<file path="src/rtl/xor_descrambler.sv">
// XOR descrambler: recovers words scrambled with a 16-bit Galois LFSR keystream.
// A seed load starts (or restarts) the keystream; each accepted word advances the
// LFSR by one step and is presented on a single-entry output register.
module xor_descrambler #(
    parameter int unsigned w = 16
) (
    input  logic         clk,
    input  logic         rst,
    input  logic         seed_load,
    input  logic [15:0]  seed,
    input  logic         in_valid,
    output logic         in_ready,
    input  logic [w-1:0] in_data,
    output logic         out_valid,
    input  logic         out_ready,
    output logic [w-1:0] out_data,
    output logic [15:0]  word_cnt,
    output logic         running
);

    typedef enum logic [0:0] {StIdle, StRun} state_e;

    localparam logic [15:0] LfsrReset = 16'h0001;
    localparam logic [15:0] LfsrAlt   = 16'hACE1;  // replaces an all-zero seed
    localparam logic [15:0] LfsrTaps  = 16'hB400;

    state_e         state_q, state_d;
    logic [15:0]    lfsr_q, lfsr_d, lfsr_step;
    logic [15:0]    cnt_q, cnt_d;
    logic           out_valid_q, out_valid_d;
    logic [w-1:0]   out_data_q, out_data_d;
    logic [w-1:0]   keystream;
    logic           accept;

    // Keystream replicates the 16-bit LFSR across the word width.
    for (genvar g = 0; g < int'(w); g++) begin : g_ks
        assign keystream[g] = lfsr_q[g % 16];
    end

    assign lfsr_step = (lfsr_q >> 1) ^ (lfsr_q[0] ? LfsrTaps : 16'h0000);

    assign running   = (state_q == StRun);
    // A seed load blocks acceptance so the new keystream starts cleanly.
    assign in_ready  = running & ~seed_load & (~out_valid_q | out_ready);
    assign accept    = in_valid & in_ready;

    assign out_valid = out_valid_q;
    assign out_data  = out_data_q;
    assign word_cnt  = cnt_q;

    // State transitions: a seed load is the only way into RUN; only reset leaves it.
    always_comb begin
        state_d = state_q;
        unique case (state_q)
            StIdle:  if (seed_load) state_d = StRun;
            StRun:   state_d = StRun;
            default: state_d = StIdle;
        endcase
    end

    // Datapath next-state: seed load beats accept, accept beats drain.
    always_comb begin
        lfsr_d      = lfsr_q;
        cnt_d       = cnt_q;
        out_valid_d = out_valid_q;
        out_data_d  = out_data_q;
        if (seed_load) begin
            lfsr_d      = (seed == 16'h0000) ? LfsrAlt : seed;
            cnt_d       = 16'h0000;
            out_valid_d = 1'b0;  // any undrained word is dropped
        end else if (accept) begin
            out_data_d  = in_data ^ keystream;
            out_valid_d = 1'b1;
            lfsr_d      = lfsr_step;
            cnt_d       = cnt_q + 16'd1;
        end else if (out_valid_q && out_ready) begin
            out_valid_d = 1'b0;
        end
    end

    // State register with synchronous reset.
    always_ff @(posedge clk) begin
        if (rst) begin
            state_q     <= StIdle;
            lfsr_q      <= LfsrReset;
            cnt_q       <= 16'h0000;
            out_valid_q <= 1'b0;
            out_data_q  <= '0;
        end else begin
            state_q     <= state_d;
            lfsr_q      <= lfsr_d;
            cnt_q       <= cnt_d;
            out_valid_q <= out_valid_d;
            out_data_q  <= out_data_d;
        end
    end

endmodule

</file>
<file path="config.mk">
export PLATFORM = sky130hd
export DESIGN_NAME = xor_descrambler
export DESIGN_NICKNAME = d
export VERILOG_FILES = /design/src/rtl/xor_descrambler.sv
export SDC_FILE = /design/constraint.sdc
export NUM_CORES = 1
export LEC_CHECK = 0
export BUFFER_PORTS_ARGS = -buffer_cell sky130_fd_sc_hd__buf_2
export CAP_MARGIN = 20
export CORE_MARGIN = 3
export CORE_UTILIZATION = 45
export DETAILED_ROUTE_END_ITERATION = 10
export GPL_TIMING_DRIVEN = 0
export PLACE_DENSITY = 0.72
export SYNTH_ARGS = -nofsm -noshare
export SYNTH_HDL_FRONTEND = slang
export SYNTH_SLANG_ARGS = --single-unit
</file>
<file path="constraint.sdc">
create_clock -name clk -period 5.2 [get_ports clk]
set_input_delay 0 -clock clk [delete_from_list [all_inputs] [get_ports clk]]
set_output_delay 0 -clock clk [all_outputs]
set_load 0.02 [all_outputs]
</file>
After elaboration in Yosys (flattened, before gate mapping)
Cells that the tools add are included.
{"block": "totals", "ff_bits": 50, "output_inout_bits": 35, "elab_cells": 29}
{"block": "op_classes", "addsub": 1, "mux": 8, "bitwise_logic": 9, "reduce_logical": 6}
{"operator": "2-to-1 mux 16 bit", "n": 4}
{"operator": "adder 16 x 1 -> 16 bit, second input constant", "n": 1}
{"operator": "logical NOT 16 bit", "n": 1}
{"operator": "bitwise XOR 15 x 16 -> 16 bit", "n": 1}
{"operator": "bitwise XOR 16 bit", "n": 1}
{"operator": "nonzero test 2 bit", "n": 2}
{"operator": "bitwise AND 1 bit", "n": 3}
{"operator": "2-to-1 mux 1 bit", "n": 3}
{"operator": "NOT 1 bit", "n": 3}
{"operator": "case mux 1 bit (2 select lines)", "n": 1}
{"operator": "AND reduction 2 bit", "n": 1}
{"operator": "OR reduction 2 bit", "n": 1}
{"operator": "logical AND 1 bit", "n": 1}
{"operator": "OR 1 bit", "n": 1}

Longest topological paths before layout
Gate-level depths: netlist (run 1).
{"block": "logic_depth", "depth_word": 6, "mapped_depth": 6}

Worst setup path before layout (run 1)
No wires, ideal clock.
{"block": "synth_path", "path_type": "register -> register", "from": "register cnt_q[0] (netlist: word_cnt[0])", "to": "register cnt_q[13] (netlist: word_cnt[13])", "arrival_time_ns": 1.707, "slack_ns": 3.422, "stages_incl_launch_ff": 6, "synth_period_minus_slack_ns": 1.778, "cell_sequence": "dfxtp_1 -> nand4_1 -> or3_1 -> buf_2 -> or4_1 -> a21oi_1"}
{"block": "synth_via", "elab_chain_len": 1}
{"item": "start, declared", "line_no": "29", "text": "logic [15:0] cnt_q, cnt_d;"}
{"item": "start signal, assigned", "line_no": "92", "text": "cnt_q <= cnt_d;"}
{"item": "adder 16 x 1 -> 16 bit", "line_no": "75", "text": "cnt_d = cnt_q + 16'd1;"}
No other way between the ends.
A chain may end at the register's enable or synchronous reset.

Final worst setup path (run 1)
{"block": "layout_path", "from": "register state_q (netlist: running)", "to": "register out_data_q[14] (netlist: out_data[14])"}
{"block": "layout_via", "elab_chain_len": 4}
{"item": "start, declared", "line_no": "27", "text": "state_e state_q, state_d;"}
{"item": "start signal, assigned", "line_no": "84", "text": "state_q <= StIdle;"}
{"item": "start signal, assigned", "line_no": "90", "text": "state_q <= state_d;"}
{"item": "bitwise AND 1 bit (2 in a row)", "line_no": "44", "text": "assign in_ready = running & ~seed_load & (~out_valid_q | out_ready);"}
{"item": "bitwise AND 1 bit", "line_no": "45", "text": "assign accept = in_valid & in_ready;"}
{"item": "AND reduction 2 bit (no line)"}
{"item": "end signal, assigned", "line_no": "94", "text": "out_data_q <= out_data_d;"}
{"item": "end, declared", "line_no": "31", "text": "logic [w-1:0] out_data_q, out_data_d;"}
No other way between the ends.

==> results by stage, run 1 <==
Power:
- Internal power comes to between 0.6 and 0.7 mW.
- Of the total power, the share spent switching nets is 24.7%.
- Across the VDD grid, the largest voltage drop is approximately 0.13 mV.
- The clock share of power is a little under two fifths.
- The switching power is ~0.21 mW.
- Per report_power, the sequential group accounts for a little under half of the total.
- The part of the total power dissipated in combinational logic is around 14%.
- The final total power is 0.859 mW.
- Power spread over the standard cell area amounts to roughly 280 mW/mm2.
- For this design the static power due to leakage is between 1 and 1.5 nW.

Die:
- The floorplan has 25 rows.
- The die outline area is approximately 0.0059 mm2.
- 72 I/O pins were placed.
- The initial core utilization is 47.3%.
- The height of the chip is roughly 77 um.
- The die is 76.9 um wide.
- The core region is around 0.0048 mm2.

Worst setup path:
- The largest fanout of any net on the critical path is 10.
- By instance count, the cell type seen most on the critical path is buf_2.
- The maximum single-stage delay on the critical path is about 0.48 ns.
- Data arrives at the worst endpoint at approximately 2.1 ns.
- The setup check on the worst reg-to-reg path leaves a slack of approximately 3.4 ns.
- Walking the worst path, the cells encountered are and2b_1, and3_1, buf_2, buf_2, nor2_1, a211oi_1.
- STA classifies the critical path endpoint as a register.
- STA classifies the critical path startpoint as a register.
- The endpoint identified for the worst register-to-register timing path is out_data[14]$_SDFFE_PP0P_.
- The number of buffers and inverters on the critical path is 2.
- The startpoint of the worst register-to-register path is running$_SDFF_PP0_.
- The critical path crosses 6 cells after its start point.
- The critical path's slowest cell is dfxtp_1.
- Among cell families on the critical path, the largest total delay comes from buffers and inverters.
- Counting cells, the worst reg-to-reg path comes to 6.
- Data on the critical path is required at its endpoint by approximately 5.4 ns.
- By startpoint and endpoint, the worst setup path is classified as reg2reg.
- The most critical setup path has its endpoint at out_data[14]$_SDFFE_PP0P_.
- The first element of the critical path is running$_SDFF_PP0_.

Global routing:
- The initial antenna violation count is 0.
- The global route total overflow is 0.
- The maximum number of pins on one net before global-route repair is 17.
- The first-pass GRT wire length is approximately 11,000 um.
- The number of global-route vias before repair is about 2,300.
- Global routing used between 20 and 25% of the available tracks.

STA:
- Final hold analysis gives a worst-case slack of about 0.013 ns.
- Setup repair after global routing left no endpoint under its margin.
- In the final timing run, aggregate negative setup slack is 0 ns.
- The final setup violation count is 0.
- The worst slew slack as a fraction of its limit is between 60% and 70%.
- The shortest clock period the worst path allows after layout is approximately 1.8 ns.
- The final-report hold violation count came to 0.
- At the pin with the least slew margin, the transition time is about 0.53 ns.
- After layout, the worst path uses a little over a third of the clock period.
- On the final layout, the worst clock skew is between 0.006 and 0.007 ns.
- The final count of pins violating max slew was 0.
- The final setup slack of the worst path is roughly 3.4 ns.
- The maximum clock frequency is approximately 540 MHz.

Drt:
- After detailed routing, the number of vias per cell comes to ~5.4.
- Before antenna repair, the detailed router went through 4 iterations.
- In this run, the number of DRC markers left after iteration 0 of detailed routing was a little under 200.
- After detailed routing, the number of remaining DRC violations is 0.
- The final wirelength is 6430 um.
- Dividing the detail-routed wire length by the instance count gives around 15 um.
- Once detail routing completed, the nets flagged for antenna violations numbered 0.
- Summing over every cut layer, the via total after detailed routing is roughly 2,400.

Place:
- The count of port buffers added during placement is 70.
- At the end of routability-driven placement, the weighted congestion stood at around 0.85.
- The half-perimeter wire length of the detailed placement result is between 4000 and 5000 um.
- The minimum setup slack after placement is between 3 and 4 ns.

Clocking:
- Clock tree synthesis selected as its root buffer the cell clkbuf_8.
- After clock tree synthesis, the clock-pin slew on the worst setup and hold paths is 0.09 ns.
- Once the clock tree was built, the resizer swapped 0 gates to a different size.
- The TritonCTS clock tree is built.
- Buffers added to address setup during post-CTS repair amount to 0.
- The longest clock path from root to sink contains 2 buffers.
- The H-tree was split into 2 levels.
- The later pin in the worst-skew pair is clocked with a latency of slightly above 0.3 ns.
- The clock drives 50 sinks.
- The number of clock buffers added by TritonCTS is 5.

Synth:
- After synthesis, the cell types taking the most area are dfxtp_1 44%, nor2_1 7.5%, xnor2_1 7.4%.
- The number of nets in the synthesized netlist is about 310.
- By count the netlist is led by 50 x dfxtp_1, 45 x nor2_1, 36 x nand2_1.
- Among all cell types in the netlist, the one instantiated most often is dfxtp_1.
- Counting flops with an async set or reset pin after synthesis yields a share of 0%.
- Synthesis inferred 50 register bits.
- The cell area that synthesis handed to floorplanning was between 0.002 and 0.0025 mm2.
- The share of Yosys cell area claimed by the top area cell type is roughly 44%.
- Sequential elements use approximately 44% of the synthesized area.
- Yosys printed 0 warnings.
- After synthesis, the mean cell area works out to approximately 8.4 um2.
- The most used flip-flop cell after synthesis is dfxtp_1.
- After synthesis, the netlist uses 34 different library cells.
- The number of enable-type register cells in the synthesized netlist is 0.
- The biggest area contributor in the post-synthesis netlist is dfxtp_1.
- After technology mapping, the gate count stands at 270.

Min path:
- Along the worst hold path, the cell count comes to 3.
- The tightest min-delay check is of the in2reg type.
- The startpoint identified for the worst hold timing path is seed[2].

Finish:
- The area of the multi-input gates is ~0.0012 mm2.
- The net count reported at finish is between 400 and 500.
- At the end of the flow the core is filled with cells to around two thirds.
- The sequential cell area in the final layout is 0.00100 mm2.
- Fill cells in the final layout number 450.
- The area growth from synthesis to layout is 36.8%.
- 0 antenna diodes ended up in the layout.
- The fraction of layout instances using a drive strength above 1 is approximately 22%.

Flow run:
- Across the run, the number of max-cap violations was 0.

Outcome:
- The run finished with clean final reports.
==> cells in the final DEF, fill, tap and decap left out, drive strengths merged, types with 2 or more instances in the layout <==
cell	netlist	final
a311oi	14	14
bufinv	0	2
or2	2	2
clkbuf	12	17
dlygate4sd3	0	26
o21ai	5	5
nand2b	2	2
nand3	8	8
or3	6	6
nand4	5	5
nor2	45	45
buf	5	75
xnor2	19	19
nor3	2	2
a21oi	10	10
a211oi	16	16
and4	2	2
mux2i	3	3
or4	3	3
nand2	36	36
and3	3	3
dfxtp	50	50
xor2	5	5
nor4	5	5
inv	2	2
o31ai	3	3
==> power by group through the flow <==
stage / Sequential [mW] / Combinational (mW) / Clock [mW]
finish: 0.412 / 0.118 / 0.329
global route: 0.414 / 0.129 / 0.348
CTS: 0.412 / 0.116 / 0.332
detailed placement: 0.421 / 0.100 / 0
global placement: 0.420 / 0.0990 / 0
floorplan: 0.426 / 0.0550 / 0
==> worst min-delay path by stage <==
stage                                       endpoint  slack [ns]
final                      keystream[2]$_SDFFE_PP0P_        0.01
after floorplan                   running$_SDFF_PP0_        0.12
after detailed placement  keystream[12]$_SDFFE_PP0P_        0.28
after CTS                  keystream[8]$_SDFFE_PP0P_       0.005
after global routing        out_data[6]$_SDFFE_PP0P_       0.003
after global placement    keystream[12]$_SDFFE_PP0P_        0.28
==> timing repair <==
action | 4_1_cts | 5_1_grt
setup endpoints to repair | 0 | 0
hold endpoints to repair | 24 | 1
hold buffers | 25 | 1
==> final cells by class <==
| cell class | instances | share of cell area, % |
|---|---|---|
| inverter | 2 | 0.243 |
| tap | 67 | 2.71 |
| timing repair buffer | 96 | 19.7 |
| clock inverter | 3 | 2.22 |
| sequential | 50 | 32.3 |
| multi-input combinational | 201 | 38.3 |
| clock buffer | 5 | 2.22 |
| buffer | 17 | 2.22 |
==> worst reg2reg max path: cells and delay by family (launching register included) <==
family          cells  cell delay, ns
buf+inv             2            0.51
flops               1            0.48
simple gates        3            0.49
compound gates      1            0.26
==> registers in the layout (all words and copies together), names as in the netlist <==
name       flops
running        1
word_cnt      16
keystream     16
out_valid      1
out_data      16
==> per-layer routing <==
| layer | wire length (um) | track usage, % |
|---|---|---|
| met5 | 0 | 0 |
| met4 | 123 | 9.06 |
| met3 | 527 | 4.69 |
| met2 | 2960 | 35.8 |
| met1 | 2810 | 28.6 |
==> through the flow <==
| stage | area [um2] | cells |
|---|---|---|
| finish | 3100 | 441 |
| floorplan | 2260 | 270 |
| global route | 3100 | 441 |
| CTS | 3090 | 440 |
| detailed placement | 2700 | 407 |
| global placement | 2700 | 407 |
==> cell families (layout without fill, tap and decap cells) <==
kind of cell	after synthesis	count (layout)	synth area share, %
buffers and inverters	19	123	3.37
muxes	3	3	1.33
DFF	50	50	44.2
and+or+nand+nor	121	121	24.7
xor gates and xnor gates	24	24	9.29
AOI/OAI and AO/OA	52	52	16.5
adders and majority gates	1	1	0.553
Power figures use the tool's default switching activity.
==> run 2: changes to the inputs <==
==> constraint.sdc (replaced) <==
create_clock -name clk -period 1.75 [get_ports clk]
set_input_delay 0 -clock clk [delete_from_list [all_inputs] [get_ports clk]]
set_output_delay 0 -clock clk [all_outputs]
set_load 0.02 [all_outputs]
==> results by stage, run 2 (synthesized netlist as in run 1, its figures left out) <==
Place:
- The total placed cells including tap cells is 407 (unchanged).
- The instance area at placement was 0.00271 mm2 (was 0.00270 mm2).
- The final weighted congestion of routability-driven global placement is 0.862 (was 0.848).
- The count of port buffers added during placement is 70 (unchanged).
- The minimum setup slack after placement is -0.00993 ns (was 3.38 ns).
- The half-perimeter wire length of the detailed placement result was 4410 um (was 4510 um).

Drt:
- The number of design-rule violations left by the first detailed-router iteration came to 120 (was 196).
- The remaining antenna violation count was 0 (unchanged).
- The via count normalized by instance count is 5.36 (was 5.38).
- The first-pass iteration count of the detailed router is 5 (was 4).
- The number of DRC violations after detailed routing came to 0 (unchanged).
- The final wirelength was 6200 um (was 6430 um).
- The via count is 2,374 (was 2,372).
- The wire length per cell was 14.0 um (was 14.6 um).

Worst setup path:
- Critical Path, Cell by Cell: nand4_1, or3_4, buf_6, or4_4, a21oi_2 (was and2b_1, and3_1, buf_2, buf_2, nor2_1, a211oi_1).
- The critical path's slowest cell is or4_4 (was dfxtp_1).
- The worst path required time came to 2.00 ns (was 5.41 ns).
- The number of buffers and inverters on the critical path was 1 (was 2).
- The critical path endpoint category was a register (unchanged).
- The nature of the critical path startpoint is a register (unchanged).
- The maximum single-stage delay on the critical path is 0.50 ns (was 0.48 ns).
- The cell family contributing the most delay on the critical path is simple AND/OR/NAND/NOR gates (was buffers and inverters).
- The data arrival time of the critical path is 1.96 ns (was 2.06 ns).
- The critical path start-end classification is reg2reg (unchanged).
- The largest fanout of any net on the critical path is 5 (was 10).

Power:
- The part of the total power dissipated in combinational logic was 15.3% (was 13.7%).
- The power density over cell area was 727 mW/mm2 (was 277 mW/mm2).
- The switching power was 0.596 mW (was 0.212 mW).
- The maximum vdd ir drop is 0.548 mV (was 0.132 mV).
- The fraction of power spent switching nets is 26.3% (was 24.7%).
- The part of the total power dissipated in sequential elements is 53.9% (was 48.0%).
- The cell-internal power is 1.67 mW (was 0.647 mW).
- The clock share of power came to 30.8% (was 38.3%).
- The leakage power came to 1.25 nW (was 1.24 nW).

Clocking:
- The H-tree depth is 2 (unchanged).
- The CTS clock-pin slew for the worst setup and hold paths is 0.09 ns (about the same).
- The clock latency on the worst-skew pair is 0.31 ns (about the same).
- The TritonCTS clock tree is built (unchanged).
- The sink count of the clock tree came to 50 (unchanged).
- The clock buffer count from CTS is 5 (unchanged).
- The worst-case clock buffer depth is 2 (unchanged).
- The buffer cell driving the clock tree root is clkbuf_8 (unchanged).

Finish:
- The count of placed standard cells in the final layout, fillers left out is 443 (was 441).
- Most used cells in the layout excluding fill and tap cells: 73 x buf_2, 45 x nor2_1, 43 x dfxtp_1, 36 x nand2_1, 26 x dlygate4sd3_1 (was 74 x buf_2, 50 x dfxtp_1, 45 x nor2_1, 36 x nand2_1, 26 x dlygate4sd3_1).
- The most common library cell in the layout ignoring fill and taps is buf_2 (unchanged).
- The count of inserted antenna diode cells came to 0 (unchanged).
- The net count reported at finish is 413 (was 411).
- The layout-stage area growth over the synthesis result is 37.6% (was 36.8%).
- The fraction of layout instances using a drive strength above 1 is 27.1% (was 22.5%).
- The final standard cell utilization of the core is 65.1% (was 64.7%).
- The post-route cell area came to 0.00312 mm2 (was 0.00310 mm2).

Die:
- The height of the chip came to 76.9 um (unchanged).
- The horizontal die dimension was 76.9 um (unchanged).
- The number of placement rows is 25 (unchanged).
- The die outline area came to 0.00592 mm2 (unchanged).
- The standard cell core area is 0.00479 mm2 (unchanged).
- The initial core utilization is 47.3% (unchanged).
- The count of boundary I/O pins came to 72 (unchanged).

STA:
- The final count of pins violating max slew is 0 (unchanged).
- The maximum clock frequency is 583 MHz (was 542 MHz).
- The final setup violation count is 0 (unchanged).
- The final critical-path share of the clock period is 98.0% (was 35.5%).
- The final-report hold violation count is 0 (unchanged).
- The worst clock skew is 0.00789 ns (was 0.00693 ns).
- RSZ-0062 raised after global routing: yes (was no).
- The final setup slack of the worst path is 0.0351 ns (was 3.35 ns).
- The worst slew slack as a fraction of its limit is 65.2% (was 64.6%).
- The slew of the pin with the lowest slew margin was 0.522 ns (was 0.531 ns).
- The shortest clock period the worst path allows after layout is 1.71 ns (was 1.85 ns).
- The final-layout setup total negative slack was 0 ns (unchanged).

Min path:
- The kind of path behind the tightest hold check is in2reg (unchanged).

Global routing:
- The first-pass GRT wire length is 10,400 um (was 10,600 um).
- The number of global-route vias before repair is 2,197 (was 2,263).
- The global route total overflow is 0 (unchanged).
- The global-route usage over all layers is 21.7% (was 22.1%).
- The initial antenna violation count came to 0 (unchanged).
- The maximum number of pins on one net before global-route repair is 15 (was 17).

Flow run:
- The number of max-cap violations came to 0 (unchanged).

Outcome:
- Run status: complete, no violations (unchanged).
==> run 2: cell types whose count changed in the layout (fill, tap and decap cells not counted), sizes merged <==
cell	change
buf	+2
bufinv	-2
clkbuf	+2
==> run 2: routing by layer <==
layer	vias to the layer above	GRT usage [%]	part of all wire, %
li1	1171	-	-
met1	1095	26.7	43
met2	97	35.6	47
met3	11	6.46	7.7
met4	0	7.97	1.9
met5	-	0	0
==> run 2: final cells by class <==
class | instances | area (um2)
flip-flops and latches | 50 | 1010
repair buffers | 99 | 631
inverters | 2 | 7.51
well taps | 67 | 83.8
clock inverters | 1 | 5.00
fillers | 425 | 1670
multi-input cells | 201 | 1220
clock buffers | 7 | 86.3
plain buffers | 16 | 76.3
==> run 2: metrics by stage <==
stage	hold slack [ns]	power, mW
4_1_cts	0.00881	2.27
2_1_floorplan	0.121	1.43
3_5_place_dp	0.288	1.54
3_3_place_gp	0.282	1.54
6_report	0.00199	2.27
5_1_grt	0.0152	2.36
==> run 2: worst reg2reg max path: cells and delay by family (launching register included) <==
| kind | cells | cell delay (ns) |
|---|---|---|
| buffers and inverters | 1 | 0.14 |
| and+or+nand+nor | 3 | 1.02 |
| DFF | 1 | 0.36 |
| AOI/OAI and AO/OA | 1 | 0.14 |
==> run 2: worst paths after layout <==
kind | startpoint | endpoint | slack (ns) | cells after the start
setup / recovery | word_cnt[0]$_SDFFE_PP0P_ | word_cnt[13]$_SDFFE_PP0P_ | 0.04 | 5
hold / removal | in_data[12] | out_data[12]$_SDFFE_PP0P_ | 0.002 | 3
setup reg to reg | word_cnt[0]$_SDFFE_PP0P_ | word_cnt[13]$_SDFFE_PP0P_ | 0.04 | 5
hold reg to reg | out_data[14]$_SDFFE_PP0P_ | out_data[14]$_SDFFE_PP0P_ | 0.50 | 2
==> run 2: repair_timing <==
action,4_1_cts,5_1_grt
setup buffers,0,2
hold buffers,26,0
pin swaps,0,3
hold endpoints to repair,26,0
resized for setup,1,16
setup endpoints to repair,1,17
gates cloned,0,1
==> run 2: power by group through the flow <==
stage                     Combinational [mW]  Clock (mW)  Sequential [mW]
final                                  0.347       0.697             1.22
after global routing                   0.382       0.752             1.23
after CTS                              0.341       0.707             1.22
after detailed placement               0.295           0             1.25
after global placement                 0.293           0             1.25
after floorplan                        0.164           0             1.27
==> run 3: changes to the inputs <==
--- a/config.mk
+++ b/config.mk
@@ -5,13 +5,14 @@
 export SDC_FILE = /design/constraint.sdc
 export NUM_CORES = 1
 export LEC_CHECK = 0
+export ABC_CLOCK_PERIOD_IN_PS = 1750
 export BUFFER_PORTS_ARGS = -buffer_cell sky130_fd_sc_hd__buf_2
 export CAP_MARGIN = 20
 export CORE_MARGIN = 3
 export CORE_UTILIZATION = 45
 export DETAILED_ROUTE_END_ITERATION = 10
 export GPL_TIMING_DRIVEN = 0
-export PLACE_DENSITY = 0.72
+export PLACE_DENSITY = 0.84
 export SYNTH_ARGS = -nofsm -noshare
 export SYNTH_HDL_FRONTEND = slang
 export SYNTH_SLANG_ARGS = --single-unit
==> results by stage, run 3 (synthesized netlist as in run 1, its figures left out) <==
STA:
- The slew of the pin with the lowest slew margin came to 0.550 ns (was 0.522 ns).
- The maximum clock frequency came to 584 MHz (was 583 MHz).
- The worst hold margin came to 0.00783 ns (was 0.00199 ns).
- The worst slew slack as a fraction of its limit is 63.4% (was 65.2%).
- The shortest clock period the worst path allows after layout was 1.71 ns (about the same).
- The final setup violation count is 0 (unchanged).
- The final count of pins violating max slew was 0 (unchanged).
- The final-report hold violation count is 0 (unchanged).
- The worst clock skew is 0.0104 ns (was 0.00789 ns).
- The final critical-path share of the clock period is 97.9% (was 98.0%).

Worst setup path:
- The critical path's slowest cell is or4_1 (was or4_4).
- The largest fanout of any net on the critical path is 9 (was 5).
- Critical Path, Cell by Cell: nor2b_4, or3_4, buf_6, or4_1, a21oi_1 (was nand4_1, or3_4, buf_6, or4_4, a21oi_2).
- The worst path required time came to 1.99 ns (was 2.00 ns).
- The critical path endpoint category is a register (unchanged).
- The data arrival time of the critical path was 1.95 ns (was 1.96 ns).
- The cell family contributing the most delay on the critical path was simple AND/OR/NAND/NOR gates (unchanged).
- The nature of the critical path startpoint is a register (unchanged).
- The critical path start-end classification was reg2reg (unchanged).
- The number of buffers and inverters on the critical path is 1 (unchanged).
- The maximum single-stage delay on the critical path is 0.49 ns (was 0.50 ns).

Clocking:
- The clock latency on the worst-skew pair came to 0.31 ns (about the same).
- The clock buffer count from CTS was 5 (unchanged).
- The worst-case clock buffer depth was 2 (unchanged).
- The CTS clock-pin slew for the worst setup and hold paths is 0.10 ns (was 0.09 ns).
- The TritonCTS clock tree is built (unchanged).
- The sink count of the clock tree is 50 (unchanged).
- The H-tree depth is 2 (unchanged).
- The buffer cell driving the clock tree root is clkbuf_8 (unchanged).

Power:
- The cell-internal power was 1.91 mW (was 1.67 mW).
- The part of the total power dissipated in sequential elements is 47.9% (was 53.9%).
- The maximum vdd ir drop was 0.501 mV (was 0.548 mV).
- The fraction of power spent switching nets is 25.1% (was 26.3%).
- The power density over cell area came to 824 mW/mm2 (was 727 mW/mm2).
- The final total power is 2.56 mW (was 2.27 mW).
- The switching power is 0.641 mW (was 0.596 mW).
- The leakage power is 1.25 nW (about the same).
- The part of the total power dissipated in combinational logic is 13.7% (was 15.3%).
- The clock share of power came to 38.5% (was 30.8%).

Outcome:
- Run status: complete, no violations (unchanged).

Die:
- The initial core utilization was 47.3% (unchanged).
- The count of boundary I/O pins is 72 (unchanged).
- The number of placement rows came to 25 (unchanged).
- The height of the chip is 76.9 um (unchanged).
- The horizontal die dimension was 76.9 um (unchanged).
- The die outline area is 0.00592 mm2 (unchanged).
- The standard cell core area came to 0.00479 mm2 (unchanged).

Drt:
- The number of DRC violations after detailed routing is 0 (unchanged).
- The number of design-rule violations left by the first detailed-router iteration is 204 (was 120).
- The wire length per cell came to 15.1 um (was 14.0 um).
- The via count normalized by instance count is 5.51 (was 5.36).
- The first-pass iteration count of the detailed router was 5 (unchanged).
- The remaining antenna violation count is 0 (unchanged).
- The via count was 2,415 (was 2,374).
- The final wirelength is 6640 um (was 6200 um).

Place:
- The final weighted congestion of routability-driven global placement came to 0.916 (was 0.862).
- The instance area at placement is 0.00271 mm2 (unchanged).
- The half-perimeter wire length of the detailed placement result is 4370 um (was 4410 um).
- The count of port buffers added during placement is 70 (unchanged).
- The total placed cells including tap cells came to 407 (unchanged).

Finish:
- The post-route cell area was 0.00310 mm2 (was 0.00312 mm2).
- The layout-stage area growth over the synthesis result came to 37.1% (was 37.6%).
- The most common library cell in the layout ignoring fill and taps is buf_2 (unchanged).
- The fraction of layout instances using a drive strength above 1 was 26.7% (was 27.1%).
- The net count reported at finish was 408 (was 413).
- Most used cells in the layout excluding fill and tap cells: 71 x buf_2, 45 x nor2_1, 41 x dfxtp_1, 36 x nand2_1, 21 x dlygate4sd3_1 (was 73 x buf_2, 45 x nor2_1, 43 x dfxtp_1, 36 x nand2_1, 26 x dlygate4sd3_1).
- The count of inserted antenna diode cells is 0 (unchanged).
- The count of placed standard cells in the final layout, fillers left out is 438 (was 443).

Global routing:
- The global route total overflow is 0 (unchanged).
- The maximum number of pins on one net before global-route repair is 17 (was 15).
- The initial antenna violation count was 0 (unchanged).
- The first-pass GRT wire length is 10,300 um (was 10,400 um).
- The number of global-route vias before repair is 2,171 (was 2,197).
- The global-route usage over all layers is 21.8% (was 21.7%).

Min path:
- The kind of path behind the tightest hold check is in2reg (unchanged).

Flow run:
- The number of max-cap violations is 0 (unchanged).
-- run 3: changes by cell type in the layout (fill, tap and decap cells not counted), sizes merged --
cell,change
bufinv,+2
clkbuf,+1
buf,-3
dlygate4sd3,-5
-- run 3: path summary, 6_finish.rpt --
kind / cells past startpoint / start / endpoint / slack [ns]
worst max-delay path: 5 / out_valid$_SDFFE_PP0P_ / word_cnt[15]$_SDFFE_PP0P_ / 0.04
worst min-delay path: 3 / in_data[10] / out_data[10]$_SDFFE_PP0P_ / 0.008
worst max register to register: 5 / out_valid$_SDFFE_PP0P_ / word_cnt[15]$_SDFFE_PP0P_ / 0.04
worst min register to register: 2 / word_cnt[15]$_SDFFE_PP0P_ / word_cnt[15]$_SDFFE_PP0P_ / 0.50
-- run 3: worst reg2reg max path: stages, from the launching register on --
cell and delay, ns:
dfxtp_2 0.34, nor2b_4 0.14, or3_4 0.40, buf_6 0.15
or4_1 0.49, a21oi_1 0.13
-- run 3: layout make-up --
cell class,count,area (um2)
Fill cell,390,1680
Buffer,17,82.6
Tap cell,67,83.8
Clock inverter,3,68.8
Multi-Input combinational cell,201,1200
Inverter,2,7.51
Sequential cell,50,1020
Clock buffer,5,68.8
Timing Repair Buffer,93,576
-- run 3: what timing repair did --
item,in CTS,in global routing
resized for setup,1,14
endpoints found under the hold margin,21,0
hold buffers,21,0
buffers inserted,0,2
cloned,0,0
setup endpoints to repair,1,22
pin swaps,0,4
-- run 3: metrics by stage --
step / TNS (ns) / worst slack [ns] / util [%]
global route: -0.0192 / -0.0192 / 64.8
floorplan: 0 / 0.0106 / -
global placement: 0 / 0.0577 / 56.7
finish: 0 / 0.0375 / 64.8
detailed placement: 0 / 0.0425 / 56.7
CTS: 0 / 0.0151 / 63.9
-- run 3: power groups by stage --
| stage | clock, mW | sequential (mW) | combinational (mW) |
|---|---|---|---|
| after floorplan | 0 | 1.27 | 0.164 |
| after global placement | 0 | 1.25 | 0.292 |
| after detailed placement | 0 | 1.25 | 0.296 |
| after CTS | 0.988 | 1.22 | 0.334 |
| after global routing | 1.04 | 1.23 | 0.376 |
| final | 0.983 | 1.22 | 0.349 |
-- run 3: metal layers --
| layer | global-route usage, % | wire length [um] | part of all wire [%] | vias to the layer above |
|---|---|---|---|---|
| met2 | 36.6 | 3160 | 48 | 131 |
| met5 | 0 | 0 | 0 | - |
| li1 | - | - | - | 1163 |
| met1 | 27.3 | 2770 | 42 | 1098 |
| met4 | 7.97 | 194 | 2.9 | 0 |
| met3 | 4.93 | 509 | 7.7 | 23 |
